## src/rtl/decoder_scan_sequencer_if.sv

```systemverilog
// decoder_scan_sequencer_if: control inputs and decoder-side outputs of the scan sequencer (dir exists only with SCAN_DIR_EN)
interface decoder_scan_sequencer_if #(parameter int DWELL_W = 8);
  logic               start;
  logic               stop;
  logic               one_shot;
  logic [DWELL_W-1:0] dwell;
  logic [3:0]         skip_mask;
`ifdef SCAN_DIR_EN
  logic               dir;
`endif
  logic [1:0]         Din;
  logic               En;
  logic               busy;
  logic               done;
`ifdef SCAN_DIR_EN
  modport master (output start, stop, one_shot, dwell, skip_mask, dir, input Din, En, busy, done);
  modport slave  (input start, stop, one_shot, dwell, skip_mask, dir, output Din, En, busy, done);
`else
  modport master (output start, stop, one_shot, dwell, skip_mask, input Din, En, busy, done);
  modport slave  (input start, stop, one_shot, dwell, skip_mask, output Din, En, busy, done);
`endif
endinterface

```

## src/rtl/decoder_scan_sequencer.sv

```systemverilog
// decoder_scan_sequencer: steps a 2-bit decoder select through unmasked indices with a programmable dwell; SCAN_DIR_EN adds a downward-scan dir input
module decoder_scan_sequencer #(parameter int DWELL_W = 8) (
  input logic                    clk,
  input logic                    rst,
  decoder_scan_sequencer_if.slave bus
);
  typedef enum logic [1:0] {IDLE, RUN, FINISH} state_t;
  state_t             r_state, w_state;
  logic [1:0]         r_din, w_din, w_adv;
  logic [DWELL_W-1:0] r_cnt, w_cnt, r_dwell, w_dwell, w_dwell_in_m1, w_dwell_q_m1;
  logic [3:0]         r_mask, w_mask;
  logic               r_one_shot, w_one_shot, r_dir, w_dir, w_dir_in, w_wrap;
  function automatic logic [1:0] f_next(input logic [1:0] idx, input logic [3:0] m, input logic dn);
    logic [1:0] n, j;
    n = idx;
    for (int k = 4; k >= 1; k--) begin
      j = dn ? idx - 2'(k) : idx + 2'(k);
      if (!m[j]) n = j;
    end
    return n;
  endfunction
`ifdef SCAN_DIR_EN
  assign w_dir_in = bus.dir;
`else
  assign w_dir_in = 1'b0;
`endif
  assign w_dwell_in_m1 = (bus.dwell == '0) ? '0 : bus.dwell - DWELL_W'(1);
  assign w_dwell_q_m1  = (r_dwell == '0) ? '0 : r_dwell - DWELL_W'(1);
  assign w_adv         = f_next(r_din, r_mask, r_dir);
  assign w_wrap        = r_dir ? (w_adv >= r_din) : (w_adv <= r_din);
  assign bus.Din       = r_din;
  assign bus.En        = (r_state == RUN);
  assign bus.busy      = (r_state == RUN);
  assign bus.done      = (r_state == FINISH);
  // next-state: start latch/load in IDLE, dwell countdown and advance/wrap in RUN, single-cycle FINISH
  always_comb begin
    w_state    = r_state;
    w_din      = r_din;
    w_cnt      = r_cnt;
    w_dwell    = r_dwell;
    w_mask     = r_mask;
    w_one_shot = r_one_shot;
    w_dir      = r_dir;
    case (r_state)
      IDLE: if (bus.start && bus.skip_mask != 4'hf) begin
        w_state    = RUN;
        w_dwell    = bus.dwell;
        w_mask     = bus.skip_mask;
        w_one_shot = bus.one_shot;
        w_dir      = w_dir_in;
        w_din      = w_dir_in ? f_next(2'd0, bus.skip_mask, 1'b1) : f_next(2'd3, bus.skip_mask, 1'b0);
        w_cnt      = w_dwell_in_m1;
      end
      RUN: if (bus.stop) w_state = IDLE;
      else if (r_cnt == '0) begin
        if (w_wrap && r_one_shot) w_state = FINISH;
        else begin
          w_din = w_adv;
          w_cnt = w_dwell_q_m1;
        end
      end else w_cnt = r_cnt - DWELL_W'(1);
      default: w_state = IDLE;
    endcase
  end
  // state and latched-configuration registers
  always_ff @(posedge clk) begin
    if (rst) begin
      r_state    <= IDLE;
      r_din      <= 2'b00;
      r_cnt      <= '0;
      r_dwell    <= '0;
      r_mask     <= 4'h0;
      r_one_shot <= 1'b0;
      r_dir      <= 1'b0;
    end else begin
      r_state    <= w_state;
      r_din      <= w_din;
      r_cnt      <= w_cnt;
      r_dwell    <= w_dwell;
      r_mask     <= w_mask;
      r_one_shot <= w_one_shot;
      r_dir      <= w_dir;
    end
  end
endmodule

```

## src/flat_wrapper.sv

```systemverilog
// flat-port wrapper written by rule: the top's interface ports become plain ports
module decoder_scan_sequencer_flat 
#(parameter int DWELL_W = 8)
  (clk, rst, bus_start, bus_stop, bus_one_shot, bus_dwell, bus_skip_mask, bus_Din, bus_En, bus_busy, bus_done);
  decoder_scan_sequencer_if #(.DWELL_W(DWELL_W)) bus_i ();
  input logic clk;
  input logic rst;
  input wire logic [$bits(bus_i.start)-1:0] bus_start;
  input wire logic [$bits(bus_i.stop)-1:0] bus_stop;
  input wire logic [$bits(bus_i.one_shot)-1:0] bus_one_shot;
  input wire logic [$bits(bus_i.dwell)-1:0] bus_dwell;
  input wire logic [$bits(bus_i.skip_mask)-1:0] bus_skip_mask;
  output wire logic [$bits(bus_i.Din)-1:0] bus_Din;
  output wire logic [$bits(bus_i.En)-1:0] bus_En;
  output wire logic [$bits(bus_i.busy)-1:0] bus_busy;
  output wire logic [$bits(bus_i.done)-1:0] bus_done;
  assign bus_i.start = bus_start;
  assign bus_i.stop = bus_stop;
  assign bus_i.one_shot = bus_one_shot;
  assign bus_i.dwell = bus_dwell;
  assign bus_i.skip_mask = bus_skip_mask;
  assign bus_Din = bus_i.Din;
  assign bus_En = bus_i.En;
  assign bus_busy = bus_i.busy;
  assign bus_done = bus_i.done;
  decoder_scan_sequencer #(.DWELL_W(DWELL_W)) u_core (.clk(clk), .rst(rst), .bus(bus_i));
endmodule
```

## config.mk

```make
export PLATFORM = sky130hd
export DESIGN_NAME = decoder_scan_sequencer_flat
export DESIGN_NICKNAME = d
export VERILOG_FILES = /design/src/rtl/decoder_scan_sequencer_if.sv /design/src/rtl/decoder_scan_sequencer.sv /design/src/flat_wrapper.sv
export SDC_FILE = /design/constraint.sdc
export NUM_CORES = 1
export LEC_CHECK = 0
export ABC_AREA = 0
export BUFFER_PORTS_ARGS = -buffer_cell sky130_fd_sc_hd__buf_2
export CAP_MARGIN = 30
export CORE_MARGIN = 5
export CORE_UTILIZATION = 35
export DETAILED_ROUTE_END_ITERATION = 16
export PLACE_DENSITY = 0.51
export SLEW_MARGIN = 15
export SYNTH_ARGS = -nofsm -noshare
export SYNTH_HDL_FRONTEND = slang
export SYNTH_SLANG_ARGS = --single-unit
```

## constraint.sdc

```tcl
create_clock -name clk -period 5.6 [get_ports clk]
set_clock_uncertainty 0.1 [all_clocks]
set_input_delay 1.4 -clock clk [delete_from_list [all_inputs] [get_ports clk]]
set_output_delay 1.4 -clock clk [all_outputs]
set_load 0.02 [all_outputs]
```

# After elaboration in Yosys (flattened, before gate mapping)
# Index checks and enable logic that the tools add are counted.
[word_totals] regBits=25 memories=0 rom_bits=0 output_inout_bits=5 latchBits=0 ram_bits=0
[op_classes] muxes=29 n_bitwise=0 n_lt_le_gt_ge=4 reduce_logical=11 eq_ne=10 shifts=0 div=0 addsub=6 mul=0
[op_table] operator="$mux W8" count=6
[op_table] operator="$mux W2" count=13
[op_table] operator="$logic_not A8 Y1" count=3
[op_table] operator="$sub A8 B1 Y8 const B" count=3
[op_table] operator="$pmux W8 S2" count=1
[op_table] operator="$lt A2 B3 Y1 const B" count=3
[op_table] operator="$pmux W2 S2" count=2
[op_table] operator="$bmux W1 S2" count=3
[op_table] operator="$ne A3 B2 Y1 const B" count=2
[op_table] operator="$reduce_and A5 Y1" count=1
[op_table] operator="$add A2 B2 Y2 const B" count=2
[op_table] operator="$mux W1" count=4
[op_table] operator="$ne A2 B1 Y1 const B" count=2
[op_table] operator="$ne A2 B2 Y1 const B" count=2
[op_table] operator="$ne A4 B4 Y1 const B" count=1
[op_table] operator="$reduce_and A4 Y1" count=1
[op_table] operator="$ne A3 B3 Y1 const B" count=1
[op_table] operator="$reduce_and A3 Y1" count=1
[op_table] operator="$add A2 B1 Y2 const B" count=1
[op_table] operator="$eq A2 B1 Y1 const B" count=1
[op_table] operator="$eq A2 B2 Y1 const B" count=1
[op_table] operator="$le A2 B2 Y1" count=1
[op_table] operator="$logic_and A1 B1 Y1" count=2
[op_table] operator="$logic_not A2 Y1" count=1
[op_table] operator="other kinds (2)" count=2

# Depth between registers and ports, before layout
[logic_depth] word_depth=12 ltp_mapped=10

# Least setup slack after synthesis
# No wires, ideal clock.
[synth_timing] kind="input to register" from="in bus_dwell[0]" to="reg u_core.r_cnt[3]" t_arrival_ns=2.583 path_slack_ns=2.780 path_stages=7 required_time_ns=5.363 cell_sequence="inv_1 -> ha_1 -> nor3b_1 -> a31o_2 -> o22ai_1 -> a21oi_1 -> a211oi_2"
[synth_between] elab_chain_cells=4
[synth_rtl] item="from (decl)" line_no="flat_wrapper.sv:11" text="input wire logic [$bits(bus_i.dwell)-1:0] bus_dwell;"
[synth_rtl] item="$sub A8 B1 Y8 / $logic_not A8 Y1 (equally long branches)" line_no="decoder_scan_sequencer.sv:27" text="assign w_dwell_in_m1 = (bus.dwell == '0) ? '0 : bus.dwell - DWELL_W'(1);"
[synth_rtl] item="$mux W8 *" line_no="decoder_scan_sequencer.sv:27"
[synth_rtl] item="$mux W8 *" line_no="decoder_scan_sequencer.sv:45" text="IDLE: if (bus.start && bus.skip_mask != 4'hf) begin"
[synth_rtl] item="$pmux W8 S2 *" line_no="decoder_scan_sequencer.sv:44" text="case (r_state)"
[synth_rtl] item="to (signal assigned)" line_no="decoder_scan_sequencer.sv:78" text="r_cnt <= w_cnt;"
[synth_rtl] item="to (decl)" line_no="decoder_scan_sequencer.sv:10" text="logic [DWELL_W-1:0] r_cnt, w_cnt, r_dwell, w_dwell, w_dwell_in_m1, w_dwell_q_m1;"
# Every way passes the cells marked *; elsewhere a longest branch is shown, timed or not. The select of a mux whose other input is x is not followed.
# A chain may end at the register's enable or synchronous reset.

# Worst setup path in the final report
[layout_timing] from="reg u_core.r_state[1]" to="out bus_En"
[layout_between] elab_chain_cells=1
[layout_rtl] item="from (decl)" line_no="decoder_scan_sequencer.sv:8" text="state_t r_state, w_state;"
[layout_rtl] item="from (signal assigned)" line_no="decoder_scan_sequencer.sv:76" text="r_state <= w_state;"
[layout_rtl] item="$eq A2 B1 Y1" line_no="decoder_scan_sequencer.sv:32" text="assign bus.En = (r_state == RUN);"
[layout_rtl] item="to (decl)" line_no="flat_wrapper.sv:14" text="output wire logic [$bits(bus_i.En)-1:0] bus_En;"
# No other way between the ends.

==> results.ini <==
[outcome]
status = completed

[sta]
slew_violations = 0
fin_setup_tns_ns = 0
fmax_mhz = 338
rsz0062_at_grt = false
layout_setup_ws_ns = 2.64
fin_crit_sh_pct = 52.8
tightest_slew_ns = 0.849
period_needed_ns = 2.96
setup_violations = 0
hold_violations = 0
slew_headroom_pct = 43.4
holdWs_ns = 0.430

[power_and_ir_drop]
p_int_mw = 0.321
swShare_pct = 35.4
clkPwrFrac_pct = 22.8
vdd_ir_drop_max_mv = 0.107
power_frac_comb_pct = 34.0
power_density_nw_per_um2 = 259
cellLeakagePower_nw = 0.771
p_total_mw = 0.497
p_switching_mw = 0.176
seqPwrFrac_pct = 43.2

[cts]
cts_hold_buf = 0
cts_tree = done
cts_root_buffer = clkbuf_8
cts_buffers = 3
cts_resized = 0
cts_sinks = 25
cts_setup_buffers = 0
cts_buffer_depth = 2
h-tree-depth = 1
clk_latency_ns = 0.28
clkTransAtPathRegs_ns = 0.09

[route]
routed_wirelength_mm = 4.07
drt-initial-drc-count = 75
drc = 0
m1WireLength_mm = 2.19
wl_met3_um = 86
vias_per_cell = 5.07
wire_per_inst_um = 14.2
highest_layer = met4
first_pass_iters = 4
wl_met2_mm = 1.73
drtAntennaViolNets = 0
vias = 1456

[critical_path]
worst-path-max-fanout = 9
crit_start = u_core.r_state[1]
required_ns = 4.10
arrival_ns = 1.46
start_kind = flop
crit_path_end_kind = output port
crit_chain = nand2b_1 > inv_2 > buf_2
crit_type = flop to output port
r2r-start = u_core.bus.Din[0]
max_stage_delay_ns = 0.46
cp_slowest_cell = dfxtp_1

[synth]
yosys-top-cells-area = dfxtp_1 29%, mux2i_1 8.2%, nor2_1 6.2%, ha_1 4.4%, a21oi_1 4.1%
synth_nets = 224
synth.avg_cell_area_um2 = 8.47
yosys.cell_count.top_type = nor2_1
yosys_warnings = 0
synth_top_area_share_pct = 29.4
ys_ff_latch = 25
synth_common_cells = 28 x nor2_1, 25 x dfxtp_1, 14 x a21oi_1, 14 x mux2i_1, 13 x inv_1
yosysUniqueCellTypes = 47
synth.cell_area_um2 = 1700
syn_inst = 201
seq_area_frac_synth_pct = 29.4
synth_top_area_cell = dfxtp_1
synth_edf_count = 0
ys_async_sr_fraction_pct = 0
ys.flop_type = dfxtp_1

[die]
start_util_pct = 36.0
die_area_um2 = 6360
fp-row-count = 25
fp.dieW_um = 79.7
ios = 22
core_region_area_um2 = 4720
die_height_um = 79.7

[place]
dp_slack_ns = 2.41
hpwl_mm = 3.11
dp_cells = 283
placed_area_um2 = 1870
portBuffers = 21
place.gp.congestion = 0.786

[cells_and_area]
final_cell_count_no_fill = 287
layout.nets = 244
antennaDiodeCount = 0
post-route-util_pct = 40.6
layout-drive-gt1-share_pct = 20.5
fin_area_um2 = 1920
area_delta_synth_final_pct = 12.8

[global_routing]
grt_pass1_wl_mm = 6.88
overflow = 0
antenna_found_initial = 0
grt_pass1_vias = 1377
track_usage_pct = 13.7
grt_max_degree = 26

[flow_run]
drv_cap = 0

[worst_hold_path]
hp-class = flop to flop
hold_start = u_core.r_one_shot

==> worst max-delay path, delay by kind of cell, from the launching register on <==
kind	cells	cell delay [ns]
simple gates	1	0.36
buf+inv	2	0.37
flops	1	0.46
==> registers in the layout (all words and copies together) (netlist names) <==
name / count
u_core.bus.Din: 2
u_core.r_mask: 4
u_core.r_dwell: 8
u_core.r_cnt: 8
u_core.r_state: 2
u_core.r_one_shot: 1
==> placed cells by master (no fill, tap or decap), drive strengths merged, types with 2 or more instances in the layout <==
cell type,n
or4,2
o21ai,5
nand2b,2
or3,2
nor2,28
buf,22
a21oi,14
xor2,4
nand3,4
o22ai,4
and3,2
a2bb2oi,2
nor3b,4
a211oi,8
nand2,6
clkbuf,4
mux2i,14
inv,14
nor2b,7
xnor2,7
ha,6
a31oi,2
o21a,2
a311oi,4
nor3,10
nor4,4
mux2,2
dfxtp,25
==> worst paths after layout <==
| kind | end | slack (ns) | cells after the start |
|---|---|---|---|
| max reg2reg | u_core.r_cnt[6] | 2.90 | 9 |
| min reg2reg | u_core.r_state[1] | 0.43 | 2 |
| min | u_core.r_state[1] | 0.43 | 2 |
| max | bus_En | 2.64 | 3 |
==> power groups by stage <==
stage | clock [mW] | combinational (mW) | sequential [mW]
6_report | 0.113 | 0.169 | 0.215
3_3_place_gp | 0 | 0.170 | 0.219
2_1_floorplan | 0 | 0.132 | 0.215
4_1_cts | 0.116 | 0.170 | 0.215
5_1_grt | 0.123 | 0.190 | 0.218
3_5_place_dp | 0 | 0.168 | 0.219
==> metal layers <==
layer | vias up | global-route usage (%)
met5 | - | 0
met4 | 0 | 5.15
met3 | 5 | 1.35
met2 | 19 | 20.4
met1 | 667 | 20.2
li1 | 765 | -
==> kinds of logic (layout without fill, tap and decap cells) <==
kind of cell / after synthesis / after routing / synth area share (%)
and+or+nand+nor: 76 / 76 / 24.1
AOI/OAI and AO/OA: 46 / 46 / 21.5
DFF: 25 / 25 / 29.4
buffers and inverters: 21 / 40 / 5.37
muxes: 16 / 16 / 9.56
xor gates and xnor gates: 11 / 11 / 5.66
adders and majority gates: 6 / 6 / 4.41
==> final cells by class <==
type / instances / area, µm²
timing repair buffer: 22 / 113
sequential: 25 / 500
tap: 67 / 83.8
clock buffer: 4 / 45.0
inverter: 14 / 52.6
multi-input combinational: 155 / 1120
fill: 493 / 2800
(Power assumes the default switching activity.)
